## config.mk

```make
export PLATFORM = sky130hd
export DESIGN_NAME = nn_sram_arbiter_flat
export DESIGN_NICKNAME = d
export VERILOG_FILES = /design/src/rtl/nn_sram_arbiter_pkg.sv /design/src/rtl/nn_sram_arbiter_if.sv /design/src/rtl/nn_sram_arbiter_rr_arb2.sv /design/src/rtl/nn_sram_arbiter.sv /design/src/flat_wrapper.sv
export SDC_FILE = /design/constraint.sdc
export NUM_CORES = 1
export LEC_CHECK = 0
export BUFFER_PORTS_ARGS = -buffer_cell sky130_fd_sc_hd__buf_4
export CELL_PAD_IN_SITES_DETAIL_PLACEMENT = 1
export CELL_PAD_IN_SITES_GLOBAL_PLACEMENT = 1
export CORE_AREA = 2 2 108 110
export CTS_BUF_LIST = sky130_fd_sc_hd__clkbuf_4
export DETAILED_ROUTE_END_ITERATION = 10
export DIE_AREA = 0 0 110 112
export HOLD_SLACK_MARGIN = 0.05
export PLACE_DENSITY = 0.81
export SYNTH_ARGS = -nofsm -noshare
export SYNTH_HDL_FRONTEND = slang
export SYNTH_SLANG_ARGS = --single-unit
```

## constraint.sdc

```tcl
create_clock -name clk -period 4.3 [get_ports clk]
set_clock_uncertainty 0.15 [all_clocks]
set_input_delay 1.29 -clock clk [delete_from_list [all_inputs] [get_ports clk]]
set_output_delay 1.29 -clock clk [all_outputs]
set_load 0.02 [all_outputs]
```

## src/rtl/nn_sram_arbiter_pkg.sv

```systemverilog
`default_nettype none
// +----------------------------------------------------------------------------
// | nn_sram_arbiter_pkg : shared state encodings and address constants
// | Revision 1.0
// +----------------------------------------------------------------------------
package nn_sram_arbiter_pkg;

   localparam int c_SRAM_ADDR_W = 17;

   localparam logic [c_SRAM_ADDR_W-1:0] c_FWD_WEIGHT_BASE = 17'h00000;
   localparam logic [c_SRAM_ADDR_W-1:0] c_BWD_WEIGHT_BASE = 17'h10000;

   localparam logic c_OWNER_A = 1'b0;
   localparam logic c_OWNER_B = 1'b1;

   typedef enum logic [2:0] {
      ST_IDLE      = 3'd0,
      ST_RD_ADDR   = 3'd1,
      ST_RD_WAIT   = 3'd2,
      ST_RD_CAP    = 3'd3,
      ST_WR_SETUP  = 3'd4,
      ST_WR_STROBE = 3'd5,
      ST_WR_HOLD   = 3'd6
   } state_t;

endpackage
`default_nettype wire

```

## src/rtl/nn_sram_arbiter_if.sv

```systemverilog
`default_nettype none
// +----------------------------------------------------------------------------
// | nn_sram_arbiter_if : engine request ports and dual byte-SRAM pin bundle
// | Revision 1.0
// +----------------------------------------------------------------------------
interface nn_sram_arbiter_if
   import nn_sram_arbiter_pkg::*;
#(
   parameter int ADDR_W = c_SRAM_ADDR_W
) ();

   logic              a_req;
   logic              a_we;
   logic [ADDR_W-1:0] a_addr;
   logic [15:0]       a_wdata;
   logic              a_ack;
   logic [15:0]       a_rdata;

   logic              b_req;
   logic              b_we;
   logic [ADDR_W-1:0] b_addr;
   logic [15:0]       b_wdata;
   logic              b_ack;
   logic [15:0]       b_rdata;

   logic [ADDR_W-1:0] sram0_addr;
   logic [7:0]        sram0_data_output;
   logic [7:0]        sram0_data_input;
   logic              sram0_output_en;
   logic              sram0_cs_n;
   logic              sram0_oe_n;
   logic              sram0_we_n;

   logic [ADDR_W-1:0] sram1_addr;
   logic [7:0]        sram1_data_output;
   logic [7:0]        sram1_data_input;
   logic              sram1_output_en;
   logic              sram1_cs_n;
   logic              sram1_oe_n;
   logic              sram1_we_n;

   logic              busy;
   logic              owner;

   modport slave (
      input  a_req, a_we, a_addr, a_wdata,
      output a_ack, a_rdata,
      input  b_req, b_we, b_addr, b_wdata,
      output b_ack, b_rdata,
      output sram0_addr, sram0_data_output, sram0_output_en,
      output sram0_cs_n, sram0_oe_n, sram0_we_n,
      input  sram0_data_input,
      output sram1_addr, sram1_data_output, sram1_output_en,
      output sram1_cs_n, sram1_oe_n, sram1_we_n,
      input  sram1_data_input,
      output busy, owner
   );

   modport master (
      output a_req, a_we, a_addr, a_wdata,
      input  a_ack, a_rdata,
      output b_req, b_we, b_addr, b_wdata,
      input  b_ack, b_rdata,
      input  sram0_addr, sram0_data_output, sram0_output_en,
      input  sram0_cs_n, sram0_oe_n, sram0_we_n,
      output sram0_data_input,
      input  sram1_addr, sram1_data_output, sram1_output_en,
      input  sram1_cs_n, sram1_oe_n, sram1_we_n,
      output sram1_data_input,
      input  busy, owner
   );

endinterface
`default_nettype wire

```

## src/rtl/nn_sram_arbiter_rr_arb2.sv

```systemverilog
`default_nettype none
// +----------------------------------------------------------------------------
// | rr_arb2 : two-way round-robin grant with owner register
// | Revision 1.0
// +----------------------------------------------------------------------------
module rr_arb2
   import nn_sram_arbiter_pkg::*;
(
   input  wire  clk,
   input  wire  rst,
   input  wire  req_a_i,
   input  wire  req_b_i,
   input  wire  en_i,
   output logic gnt_valid_o,
   output logic gnt_b_o,
   output logic owner_o
);

   logic owner_q;
   logic owner_d;

   // On a tie the port that did not win last time is served.
   assign gnt_valid_o = req_a_i | req_b_i;
   assign gnt_b_o     = req_b_i & (~req_a_i | (owner_q == c_OWNER_A));
   assign owner_o     = owner_q;

   always_comb begin
      owner_d = owner_q;
      if (en_i && gnt_valid_o) begin
         owner_d = gnt_b_o;
      end
   end

   always_ff @(posedge clk or posedge rst) begin
      if (rst) begin
         owner_q <= c_OWNER_B;
      end else begin
         owner_q <= owner_d;
      end
   end

endmodule
`default_nettype wire

```

## src/rtl/nn_sram_arbiter.sv

```systemverilog
`default_nettype none
// +----------------------------------------------------------------------------
// | nn_sram_arbiter : shares two byte-wide weight SRAMs between two engines
// | Revision 1.0
// +----------------------------------------------------------------------------
module nn_sram_arbiter
   import nn_sram_arbiter_pkg::*;
#(
   parameter int ADDR_W  = c_SRAM_ADDR_W,
   parameter int RD_WAIT = 1
) (
   input  wire              clk,
   input  wire              rst,
   nn_sram_arbiter_if.slave bus
);

   localparam logic [1:0] c_WAIT_LOAD = 2'(RD_WAIT - 1);

   state_t            state_q, state_d;
   logic [1:0]        wait_q, wait_d;
   logic [ADDR_W-1:0] addr_q, addr_d;
   logic [15:0]       wdata_q, wdata_d;
   logic              cs_n_q, cs_n_d;
   logic              oe_n_q, oe_n_d;
   logic              we_n_q, we_n_d;
   logic              drive_q, drive_d;
   logic              a_ack_q, a_ack_d;
   logic              b_ack_q, b_ack_d;
   logic [15:0]       a_rdata_q, a_rdata_d;
   logic [15:0]       b_rdata_q, b_rdata_d;

   logic              w_idle;
   logic              w_gnt_valid;
   logic              w_gnt_b;
   logic              w_owner;
   logic              w_sel_we;
   logic [ADDR_W-1:0] w_sel_addr;
   logic [15:0]       w_sel_wdata;
   logic [15:0]       w_rd_word;

   assign w_idle      = (state_q == ST_IDLE);
   assign w_sel_we    = w_gnt_b ? bus.b_we    : bus.a_we;
   assign w_sel_addr  = w_gnt_b ? bus.b_addr  : bus.a_addr;
   assign w_sel_wdata = w_gnt_b ? bus.b_wdata : bus.a_wdata;
   assign w_rd_word   = {bus.sram0_data_input, bus.sram1_data_input};

   rr_arb2 u_arb (
      .clk         (clk),
      .rst         (rst),
      .req_a_i     (bus.a_req),
      .req_b_i     (bus.b_req),
      .en_i        (w_idle),
      .gnt_valid_o (w_gnt_valid),
      .gnt_b_o     (w_gnt_b),
      .owner_o     (w_owner)
   );

   // Strobes are computed one cycle ahead so every SRAM pin leaves a flop.
   always_comb begin
      state_d   = state_q;
      wait_d    = wait_q;
      addr_d    = addr_q;
      wdata_d   = wdata_q;
      cs_n_d    = 1'b1;
      oe_n_d    = 1'b1;
      we_n_d    = 1'b1;
      drive_d   = 1'b0;
      a_ack_d   = 1'b0;
      b_ack_d   = 1'b0;
      a_rdata_d = a_rdata_q;
      b_rdata_d = b_rdata_q;
      case (state_q)
         ST_IDLE: begin
            if (w_gnt_valid) begin
               addr_d = w_sel_addr;
               if (w_sel_we) begin
                  wdata_d = w_sel_wdata;
                  drive_d = 1'b1;
                  state_d = ST_WR_SETUP;
               end else begin
                  cs_n_d  = 1'b0;
                  oe_n_d  = 1'b0;
                  state_d = ST_RD_ADDR;
               end
            end
         end
         ST_RD_ADDR: begin
            cs_n_d  = 1'b0;
            oe_n_d  = 1'b0;
            wait_d  = c_WAIT_LOAD;
            state_d = ST_RD_WAIT;
         end
         ST_RD_WAIT: begin
            if (wait_q == 2'd0) begin
               if (w_owner == c_OWNER_B) begin
                  b_rdata_d = w_rd_word;
                  b_ack_d   = 1'b1;
               end else begin
                  a_rdata_d = w_rd_word;
                  a_ack_d   = 1'b1;
               end
               state_d = ST_RD_CAP;
            end else begin
               cs_n_d = 1'b0;
               oe_n_d = 1'b0;
               wait_d = wait_q - 2'd1;
            end
         end
         ST_RD_CAP: begin
            state_d = ST_IDLE;
         end
         ST_WR_SETUP: begin
            cs_n_d  = 1'b0;
            we_n_d  = 1'b0;
            drive_d = 1'b1;
            state_d = ST_WR_STROBE;
         end
         ST_WR_STROBE: begin
            drive_d = 1'b1;
            a_ack_d = (w_owner == c_OWNER_A);
            b_ack_d = (w_owner == c_OWNER_B);
            state_d = ST_WR_HOLD;
         end
         ST_WR_HOLD: begin
            state_d = ST_IDLE;
         end
         default: begin
            state_d = ST_IDLE;
         end
      endcase
   end

   always_ff @(posedge clk or posedge rst) begin
      if (rst) begin
         state_q   <= ST_IDLE;
         wait_q    <= 2'd0;
         addr_q    <= '0;
         wdata_q   <= 16'h0000;
         cs_n_q    <= 1'b1;
         oe_n_q    <= 1'b1;
         we_n_q    <= 1'b1;
         drive_q   <= 1'b0;
         a_ack_q   <= 1'b0;
         b_ack_q   <= 1'b0;
         a_rdata_q <= 16'h0000;
         b_rdata_q <= 16'h0000;
      end else begin
         state_q   <= state_d;
         wait_q    <= wait_d;
         addr_q    <= addr_d;
         wdata_q   <= wdata_d;
         cs_n_q    <= cs_n_d;
         oe_n_q    <= oe_n_d;
         we_n_q    <= we_n_d;
         drive_q   <= drive_d;
         a_ack_q   <= a_ack_d;
         b_ack_q   <= b_ack_d;
         a_rdata_q <= a_rdata_d;
         b_rdata_q <= b_rdata_d;
      end
   end

   assign bus.a_ack             = a_ack_q;
   assign bus.a_rdata           = a_rdata_q;
   assign bus.b_ack             = b_ack_q;
   assign bus.b_rdata           = b_rdata_q;

   assign bus.sram0_addr        = addr_q;
   assign bus.sram0_data_output = wdata_q[15:8];
   assign bus.sram0_output_en   = drive_q;
   assign bus.sram0_cs_n        = cs_n_q;
   assign bus.sram0_oe_n        = oe_n_q;
   assign bus.sram0_we_n        = we_n_q;

   assign bus.sram1_addr        = addr_q;
   assign bus.sram1_data_output = wdata_q[7:0];
   assign bus.sram1_output_en   = drive_q;
   assign bus.sram1_cs_n        = cs_n_q;
   assign bus.sram1_oe_n        = oe_n_q;
   assign bus.sram1_we_n        = we_n_q;

   assign bus.busy              = ~w_idle;
   assign bus.owner             = w_owner;

endmodule
`default_nettype wire

```

## src/flat_wrapper.sv

```systemverilog
// flat-port wrapper written by rule: the top's interface ports become plain ports
module nn_sram_arbiter_flat import nn_sram_arbiter_pkg::*;
#(
   parameter int ADDR_W  = c_SRAM_ADDR_W,
   parameter int RD_WAIT = 1
)
  (clk, rst, bus_a_req, bus_a_we, bus_a_addr, bus_a_wdata, bus_a_ack, bus_a_rdata, bus_b_req, bus_b_we, bus_b_addr, bus_b_wdata, bus_b_ack, bus_b_rdata, bus_sram0_addr, bus_sram0_data_output, bus_sram0_output_en, bus_sram0_cs_n, bus_sram0_oe_n, bus_sram0_we_n, bus_sram0_data_input, bus_sram1_addr, bus_sram1_data_output, bus_sram1_output_en, bus_sram1_cs_n, bus_sram1_oe_n, bus_sram1_we_n, bus_sram1_data_input, bus_busy, bus_owner);
  nn_sram_arbiter_if #(.ADDR_W(ADDR_W)) bus_i ();
  input  wire clk;
  input  wire rst;
  input wire logic [$bits(bus_i.a_req)-1:0] bus_a_req;
  input wire logic [$bits(bus_i.a_we)-1:0] bus_a_we;
  input wire logic [$bits(bus_i.a_addr)-1:0] bus_a_addr;
  input wire logic [$bits(bus_i.a_wdata)-1:0] bus_a_wdata;
  output wire logic [$bits(bus_i.a_ack)-1:0] bus_a_ack;
  output wire logic [$bits(bus_i.a_rdata)-1:0] bus_a_rdata;
  input wire logic [$bits(bus_i.b_req)-1:0] bus_b_req;
  input wire logic [$bits(bus_i.b_we)-1:0] bus_b_we;
  input wire logic [$bits(bus_i.b_addr)-1:0] bus_b_addr;
  input wire logic [$bits(bus_i.b_wdata)-1:0] bus_b_wdata;
  output wire logic [$bits(bus_i.b_ack)-1:0] bus_b_ack;
  output wire logic [$bits(bus_i.b_rdata)-1:0] bus_b_rdata;
  output wire logic [$bits(bus_i.sram0_addr)-1:0] bus_sram0_addr;
  output wire logic [$bits(bus_i.sram0_data_output)-1:0] bus_sram0_data_output;
  output wire logic [$bits(bus_i.sram0_output_en)-1:0] bus_sram0_output_en;
  output wire logic [$bits(bus_i.sram0_cs_n)-1:0] bus_sram0_cs_n;
  output wire logic [$bits(bus_i.sram0_oe_n)-1:0] bus_sram0_oe_n;
  output wire logic [$bits(bus_i.sram0_we_n)-1:0] bus_sram0_we_n;
  input wire logic [$bits(bus_i.sram0_data_input)-1:0] bus_sram0_data_input;
  output wire logic [$bits(bus_i.sram1_addr)-1:0] bus_sram1_addr;
  output wire logic [$bits(bus_i.sram1_data_output)-1:0] bus_sram1_data_output;
  output wire logic [$bits(bus_i.sram1_output_en)-1:0] bus_sram1_output_en;
  output wire logic [$bits(bus_i.sram1_cs_n)-1:0] bus_sram1_cs_n;
  output wire logic [$bits(bus_i.sram1_oe_n)-1:0] bus_sram1_oe_n;
  output wire logic [$bits(bus_i.sram1_we_n)-1:0] bus_sram1_we_n;
  input wire logic [$bits(bus_i.sram1_data_input)-1:0] bus_sram1_data_input;
  output wire logic [$bits(bus_i.busy)-1:0] bus_busy;
  output wire logic [$bits(bus_i.owner)-1:0] bus_owner;
  assign bus_i.a_req = bus_a_req;
  assign bus_i.a_we = bus_a_we;
  assign bus_i.a_addr = bus_a_addr;
  assign bus_i.a_wdata = bus_a_wdata;
  assign bus_a_ack = bus_i.a_ack;
  assign bus_a_rdata = bus_i.a_rdata;
  assign bus_i.b_req = bus_b_req;
  assign bus_i.b_we = bus_b_we;
  assign bus_i.b_addr = bus_b_addr;
  assign bus_i.b_wdata = bus_b_wdata;
  assign bus_b_ack = bus_i.b_ack;
  assign bus_b_rdata = bus_i.b_rdata;
  assign bus_sram0_addr = bus_i.sram0_addr;
  assign bus_sram0_data_output = bus_i.sram0_data_output;
  assign bus_sram0_output_en = bus_i.sram0_output_en;
  assign bus_sram0_cs_n = bus_i.sram0_cs_n;
  assign bus_sram0_oe_n = bus_i.sram0_oe_n;
  assign bus_sram0_we_n = bus_i.sram0_we_n;
  assign bus_i.sram0_data_input = bus_sram0_data_input;
  assign bus_sram1_addr = bus_i.sram1_addr;
  assign bus_sram1_data_output = bus_i.sram1_data_output;
  assign bus_sram1_output_en = bus_i.sram1_output_en;
  assign bus_sram1_cs_n = bus_i.sram1_cs_n;
  assign bus_sram1_oe_n = bus_i.sram1_oe_n;
  assign bus_sram1_we_n = bus_i.sram1_we_n;
  assign bus_i.sram1_data_input = bus_sram1_data_input;
  assign bus_busy = bus_i.busy;
  assign bus_owner = bus_i.owner;
  nn_sram_arbiter #(.ADDR_W(ADDR_W), .RD_WAIT(RD_WAIT)) u_core (.clk(clk), .rst(rst), .bus(bus_i));
endmodule
```

==> flow_metrics.tcl, run 1 <==
set metrics [dict create \
    grt_max_degree 58 \
    maxCapViolations 0 \
    initial_core_util_pct 34.9 \
    p_total_mw 4.17 \
    post_cts_buffers 0 \
    syn-num-nets 451 \
    setup_violations 0 \
    peakVddDrop_mv 0.353 \
    status "finished clean" \
    n_fill_cell 1266 \
    pre_cts_slack_ns 1.23 \
    leakagePower_nw 2.43 \
    antenna_found_initial 0 \
    final_hold_viol_count 0 \
    finalWirelength_mm 11.6 \
    critical_path_class "reg2out" \
    vias 3417 \
    final_common_cell "buf_4" \
    gp_congestion 0.723 \
    dieArea_mm2 0.0123 \
    cts_buffers 9 \
    final_cell_mix "186 x buf_4, 73 x dfrtp_1, 55 x a21oi_1" \
    grt_use_met2_pct 31.2 \
    hold_class "reg2reg" \
    synthToLayoutAreaGrowth_pct 35.0 \
    clk_pin_slew_ns 0.12 \
    synth_seq_cells 77 \
    fp.dieW_um 110 \
    drcViolationCount 0 \
    cp.required_ns 2.86 \
    core-area_mm2 0.0112 \
    grt_pass1_wl_mm 18.5 \
    viasPerCell 5.23 \
    hold-worst-slack_ns 0.374 \
    crit_fanout 16 \
    nNetsFinal 594 \
    die_h_um 112 \
    synth_edf_count 0 \
    cp-end-kind "output pin" \
    clock_latency_ns 0.41 \
    portBuffers 181 \
    ant_nets 0 \
    yosysWarnings 0 \
    min_period_ns 3.28 \
    top_usage_layer "met2" \
    gr-total-overflow 0 \
    drive_gt1_share_pct 47.8 \
    grt_use_total_pct 19.2 \
    hpwl_mm 8.60 \
    setup_slack_ns 1.02 \
    use_met1_pct 24.9 \
    ys_seq_area_share_pct 49.5 \
    grt_pass1_vias 3607 \
    max_freq_mhz 305 \
    arrival_ns 1.84 \
    postSynth.asyncResetShare_pct 100 \
    drt_first_pass_iters 4 \
    cts_hold_buf 0 \
    rows 39 \
    cts_resized 0 \
    cts_tree "yes" \
    root_buffer "clkbuf_4" \
    wl_per_cell_um 17.8 \
    htreeDepth 3 \
    worst_pin_slew_ns 1.01 \
    cp-start-kind "flip-flop" \
    syn-mean-instance-area_um2 10.8 \
    power_density_mw_per_mm2 793 \
    setup_tns_ns 0 \
    num_antenna_cells 0 \
    maxSlewHeadroom_pct 32.5 \
    drtIter0Drc 111 \
    slew_viol_final 0 \
    clockBufferDepth 2 \
    num_io_pins 182 \
    synth_ff_type "dfrtp_1" \
    synth_area_mm2 0.00390 \
    synth_cell_types 43 \
    cts.sinks 77 \
    rsz0062_at_grt "no" \
    syn_inst 362 \
    gr-usage-met3_pct 3.28 \
    period_share_pct 76.2 \
]
## cells in the mapped netlist, drive strengths merged (2+ instances only)
| cell | instances | area [µm²] |
|---|---|---|
| dfrtp | 73 | 1830 |
| a21oi | 55 | 275 |
| buf | 40 | 300 |
| nand2 | 37 | 141 |
| mux2 | 33 | 409 |
| a31oi | 18 | 113 |
| a221oi | 17 | 149 |
| o32ai | 16 | 140 |
| clkbuf | 14 | 52.6 |
| or2b | 9 | 67.6 |
| nand2b | 8 | 50.1 |
| inv | 6 | 22.5 |
| dfstp | 4 | 105 |
| nor2 | 4 | 15.0 |
| nor2b | 3 | 26.3 |
| a211oi | 2 | 15.0 |
| and2 | 2 | 12.5 |
| nor3b | 2 | 15.0 |
| nor4 | 2 | 12.5 |
| o2bb2ai | 2 | 17.5 |
## critical path: stages, from the launching register on
cell and delay (ns):
dfrtp_1 0.59, nor3_4 0.58, inv_1 0.08, buf_4 0.17
## power by group
| group | internal, mW | switching (mW) |
|---|---|---|
| logic | 1.06 | 1.26 |
| clock network | 0.187 | 0.241 |
| registers | 1.09 | 0.327 |
## worst paths after layout
| check | start | endpoint | slack, ns | cells past startpoint |
|---|---|---|---|---|
| setup / recovery | u_core.state_q[2] | bus_busy | 1.02 | 3 |
| hold / removal | u_core.bus.b_rdata[7] | u_core.bus.b_rdata[7] | 0.37 | 1 |
| setup reg to reg | u_core.state_q[2] | u_core.u_arb.owner_o | 1.31 | 5 |
| hold reg to reg | u_core.bus.b_rdata[7] | u_core.bus.b_rdata[7] | 0.37 | 1 |
| max in group asynchronous | rst | u_core.bus.b_rdata[7] | 2.24 | 3 |
| min in group asynchronous | rst | u_core.bus.sram0_addr[6] | 0.94 | 2 |
## kinds of logic (layout without fill, tap and decap cells)
kind of cell,after synthesis,after routing,share of synthesized area [%]
compound gates,118,118,19.9
flops,77,77,49.5
simple gates,73,73,10.1
buf+inv,60,208,9.62
mux,33,33,10.5
fa+ha+maj,1,1,0.321
## layout make-up
class	instances	area (µm²)	share of cell area [%]
inverters	6	23.8	0.451
clock buffers	11	82.6	1.57
well taps	143	179	3.40
flip-flops and latches	77	1930	36.7
multi-input cells	225	1600	30.4
repair buffers	186	1400	26.5
clock inverters	5	51.3	0.974
## layer usage
layer / part of all wire, % / vias up / routed length [µm]
li1: - / 1587 / -
met1: 42 / 1661 / 4860
met2: 49 / 148 / 5700
met3: 7.0 / 21 / 807
met4: 2.1 / 0 / 244
met5: 0 / - / 0
## flip-flops by register name (all words and copies together), names as in the netlist, 2 cells and up
register and cells:
u_core.bus.sram0_addr 17, u_core.bus.a_rdata 16, u_core.bus.b_rdata 16, u_core.wdata_q 16
u_core.state_q 3, u_core.wait_q 2
## through the flow
step	cell area [µm²]	utilization (%)	instances
after global placement	5130	45.9	637
after global routing	5270	47.1	653
after detailed placement	5130	45.9	637
after CTS	5270	47.1	653
after floorplan	3900	-	362
final	5270	47.1	653
Note: power is estimated with default switching activity, not from simulation.
==> run 2: changes to the inputs <==
--- a/config.mk
+++ b/config.mk
@@ -5,15 +5,16 @@
 export SDC_FILE = /design/constraint.sdc
 export NUM_CORES = 1
 export LEC_CHECK = 0
+export ABC_AREA = 1
 export BUFFER_PORTS_ARGS = -buffer_cell sky130_fd_sc_hd__buf_4
 export CELL_PAD_IN_SITES_DETAIL_PLACEMENT = 1
 export CELL_PAD_IN_SITES_GLOBAL_PLACEMENT = 1
-export CORE_AREA = 2 2 108 110
+export CORE_AREA = 2 2 109 111
 export CTS_BUF_LIST = sky130_fd_sc_hd__clkbuf_4
 export DETAILED_ROUTE_END_ITERATION = 10
-export DIE_AREA = 0 0 110 112
+export DIE_AREA = 0 0 111 113
 export HOLD_SLACK_MARGIN = 0.05
-export PLACE_DENSITY = 0.81
+export PLACE_DENSITY = 0.8
 export SYNTH_ARGS = -nofsm -noshare
 export SYNTH_HDL_FRONTEND = slang
 export SYNTH_SLANG_ARGS = --single-unit
==> constraint.sdc (replaced) <==
create_clock -name clk -period 3.2 [get_ports clk]
set_clock_uncertainty 0.15 [all_clocks]
set_input_delay 0.96 -clock clk [delete_from_list [all_inputs] [get_ports clk]]
set_output_delay 0.96 -clock clk [all_outputs]
set_load 0.02 [all_outputs]
==> run 2 against run 1 <==
  * Non-clock buffer count down 1
  * Setup slack worse by 0.45 ns
  * Cell area down 2.4%
  * Synthesized cell count up 22%
  * Register-to-register slack worse by 0.27 ns
  * Via count up 2.4%
  * Sequential power up 25%
  * Wire length down 6.6%
  * Combinational power up 19%
  * Critical path depth up 1
  * Total power up 26%
==> flow_metrics.tcl, run 2 <==
set metrics [dict create \
    cp.depth 4 \
    n_fill_cell 1388 \
    p_seq_share_pct 33.8 \
    wl_per_cell_um 14.6 \
    clk_pin_slew_ns 0.13 \
    synthToLayoutAreaGrowth_pct 40.3 \
    status "finished clean" \
    period_share_pct 82.0 \
    power_density_mw_per_mm2 1030 \
    final_common_cell "buf_4" \
    crit_fanout 20 \
    peakVddDrop_mv 0.433 \
    num_io_pins 182 \
    fin_area_mm2 0.00514 \
    register_area_mm2 0.00193 \
    leakagePower_nw 2.86 \
    portBuffers 181 \
    cp-start-kind "flip-flop" \
    cp_cell_sequence "nor2_1, nand2_1, buf_4, buf_4" \
    drcViolationCount 0 \
    nNetsFinal 682 \
    cp.required_ns 2.09 \
    gr-total-overflow 0 \
    critical_path_class "reg2out" \
    worst_pin_slew_ns 1.07 \
    clkPwrFrac_pct 13.8 \
    cts_hold_buf 0 \
    fp.dieW_um 111 \
    cpMostUsedCell "buf_4" \
    drive_gt1_share_pct 35.6 \
    core-area_mm2 0.0113 \
    final_hold_viol_count 0 \
    rows 39 \
    placed_area_mm2 0.00496 \
    synth_area_mm2 0.00367 \
    critPathCapture "bus_busy" \
    multi_input_area_mm2 0.00128 \
    cp_slowest_stage_delay_ns 0.46 \
    drt_first_pass_iters 4 \
    root_buffer "clkbuf_4" \
    cts_buffers 9 \
    pwr-share-comb_pct 52.5 \
    synth_ff_type "dfrtp_1" \
    r2r_setup_slack_ns 1.04 \
    min_period_ns 2.62 \
    ant_nets 0 \
    drtIter0Drc 189 \
    maxCapViolations 0 \
    final_cell_mix "184 x buf_4, 150 x nand2_1, 73 x dfrtp_1" \
    cts.sinks 77 \
    crit_buf_inv 2 \
    largest_register_ffs 17 \
    hpwl_mm 8.38 \
    synth_cell_types 19 \
    vias 3500 \
    max_freq_mhz 381 \
    startpoint "u_core.state_q[2]" \
    grt_pass1_wl_mm 17.7 \
    antenna_found_initial 1 \
    grt_max_degree 46 \
    finalWirelength_mm 10.8 \
    maxSlewHeadroom_pct 28.6 \
    ys_seq_area_share_pct 52.7 \
    syn_inst 440 \
    setup_tns_ns 0 \
    setup_violations 0 \
    viasPerCell 4.72 \
    clockBufferDepth 2 \
    grt_use_total_pct 17.5 \
    clock_latency_ns 0.41 \
    cp_slowest_cell "dfrtp_1" \
    syn-mean-instance-area_um2 8.33 \
    dieArea_mm2 0.0125 \
    cts_resized 0 \
    rsz0062_at_grt "no" \
    r2r-end "u_core.bus.b_rdata[4]" \
    r2r_start "u_core.state_q[2]" \
    hold_class "reg2reg" \
    synthTopCellsByCount "150 x nand2_1, 73 x dfrtp_1, 43 x inv_1" \
    netlist.area_leader.share_pct 49.8 \
    syn-num-nets 529 \
    synth_seq_cells 77 \
    ys_top_cells_by_area "dfrtp_1 50%, nand2_1 15%, nand3_1 5.3%, buf_4 5.3%, o21ai_1 4.6%" \
    ff2ff_path_depth 6 \
    switching_power_mw 2.33 \
    post_cts_buffers 0 \
    synth_edf_count 0 \
    arrival_ns 1.51 \
    cp-end-kind "output pin" \
    gp_congestion 0.797 \
    swShare_pct 44.2 \
    cts_tree "yes" \
    htreeDepth 3 \
    die_h_um 113 \
    yosysWarnings 0 \
    yosysTopAreaCell "dfrtp_1" \
    slew_viol_final 0 \
    grt_pass1_vias 3588 \
    internal_power_mw 2.94 \
    postSynth.asyncResetShare_pct 100 \
    cp_top_family "flip-flops" \
    synth.most_common_cell "nand2_1" \
    initial_core_util_pct 32.5 \
]
[run 2: cell types whose count changed after synthesis, sizes merged, moves of 33 or more]
cell,delta
nand3,+39
o21ai,+51
a21oi,-52
inv,+37
mux2,-33
nand2,+118
[run 2: worst min path at each step]
stage / slack, ns / cells past startpoint / endpoint / startpoint
2_1_floorplan: 0.31 / 1 / u_core.wait_q[0] / u_core.wait_q[0]
4_1_cts: 0.35 / 2 / u_core.wdata_q[14] / u_core.wdata_q[14]
6_report: 0.34 / 2 / u_core.wdata_q[3] / u_core.wdata_q[3]
3_5_place_dp: 0.32 / 2 / u_core.wdata_q[14] / u_core.wdata_q[14]
3_3_place_gp: 0.31 / 2 / u_core.wdata_q[0] / u_core.wdata_q[0]
5_1_grt: 0.36 / 2 / u_core.wdata_q[14] / u_core.wdata_q[14]
[run 2: stage by stage]
step	hold WS, ns	utilization, %	setup slack, ns	instances	power, mW
global route	0.359	45.6	0.449	742	5.65
CTS	0.348	45.6	0.567	741	5.35
detailed placement	0.315	44.0	0.677	725	4.61
floorplan	0.310	-	0.130	440	3.50
global placement	0.306	44.0	0.731	725	4.50
finish	0.344	45.6	0.576	742	5.27
[run 2: area by class of cell]
| class | count | share of cell area, % |
|---|---|---|
| diodes | 1 | 0.0487 |
| clock buffers | 9 | 1.31 |
| clock inverters | 7 | 2.21 |
| inverters | 43 | 3.16 |
| multi-input cells | 277 | 25.0 |
| flip-flops and latches | 77 | 37.6 |
| well taps | 143 | 3.48 |
| repair buffers | 185 | 27.3 |
[run 2: cells by family after synthesis]
logic type      count (synthesis)  synth area share [%]
buf+inv                        86                  12.3
fa+ha+maj                       1                 0.341
compound gates                 72                  11.0
flops                          77                  52.7
simple gates                  204                  23.7
[run 2: power by group through the flow]
stage	clock network [mW]	logic, mW	registers (mW)
2_1_floorplan	0	1.24	2.25
3_3_place_gp	0	2.72	1.78
3_5_place_dp	0	2.80	1.80
4_1_cts	0.752	2.81	1.78
5_1_grt	0.800	3.01	1.84
6_report	0.727	2.77	1.78
[run 2: metal layers]
| layer | track usage (%) | wire length [µm] |
|---|---|---|
| met2 | 29.9 | 5440 |
| met4 | 6.00 | 78 |
| met1 | 22.2 | 4670 |
| met5 | 0 | 0 |
| met3 | 3.80 | 648 |
[run 2: worst register-to-register path, stage by stage (launching register included)]
cell and delay, ns:
dfrtp_1 0.46, nor2_1 0.17, nand2_1 0.09, nor2_1 0.14
nand2_1 0.63, nand2_1 0.28, o21ai_1 0.09
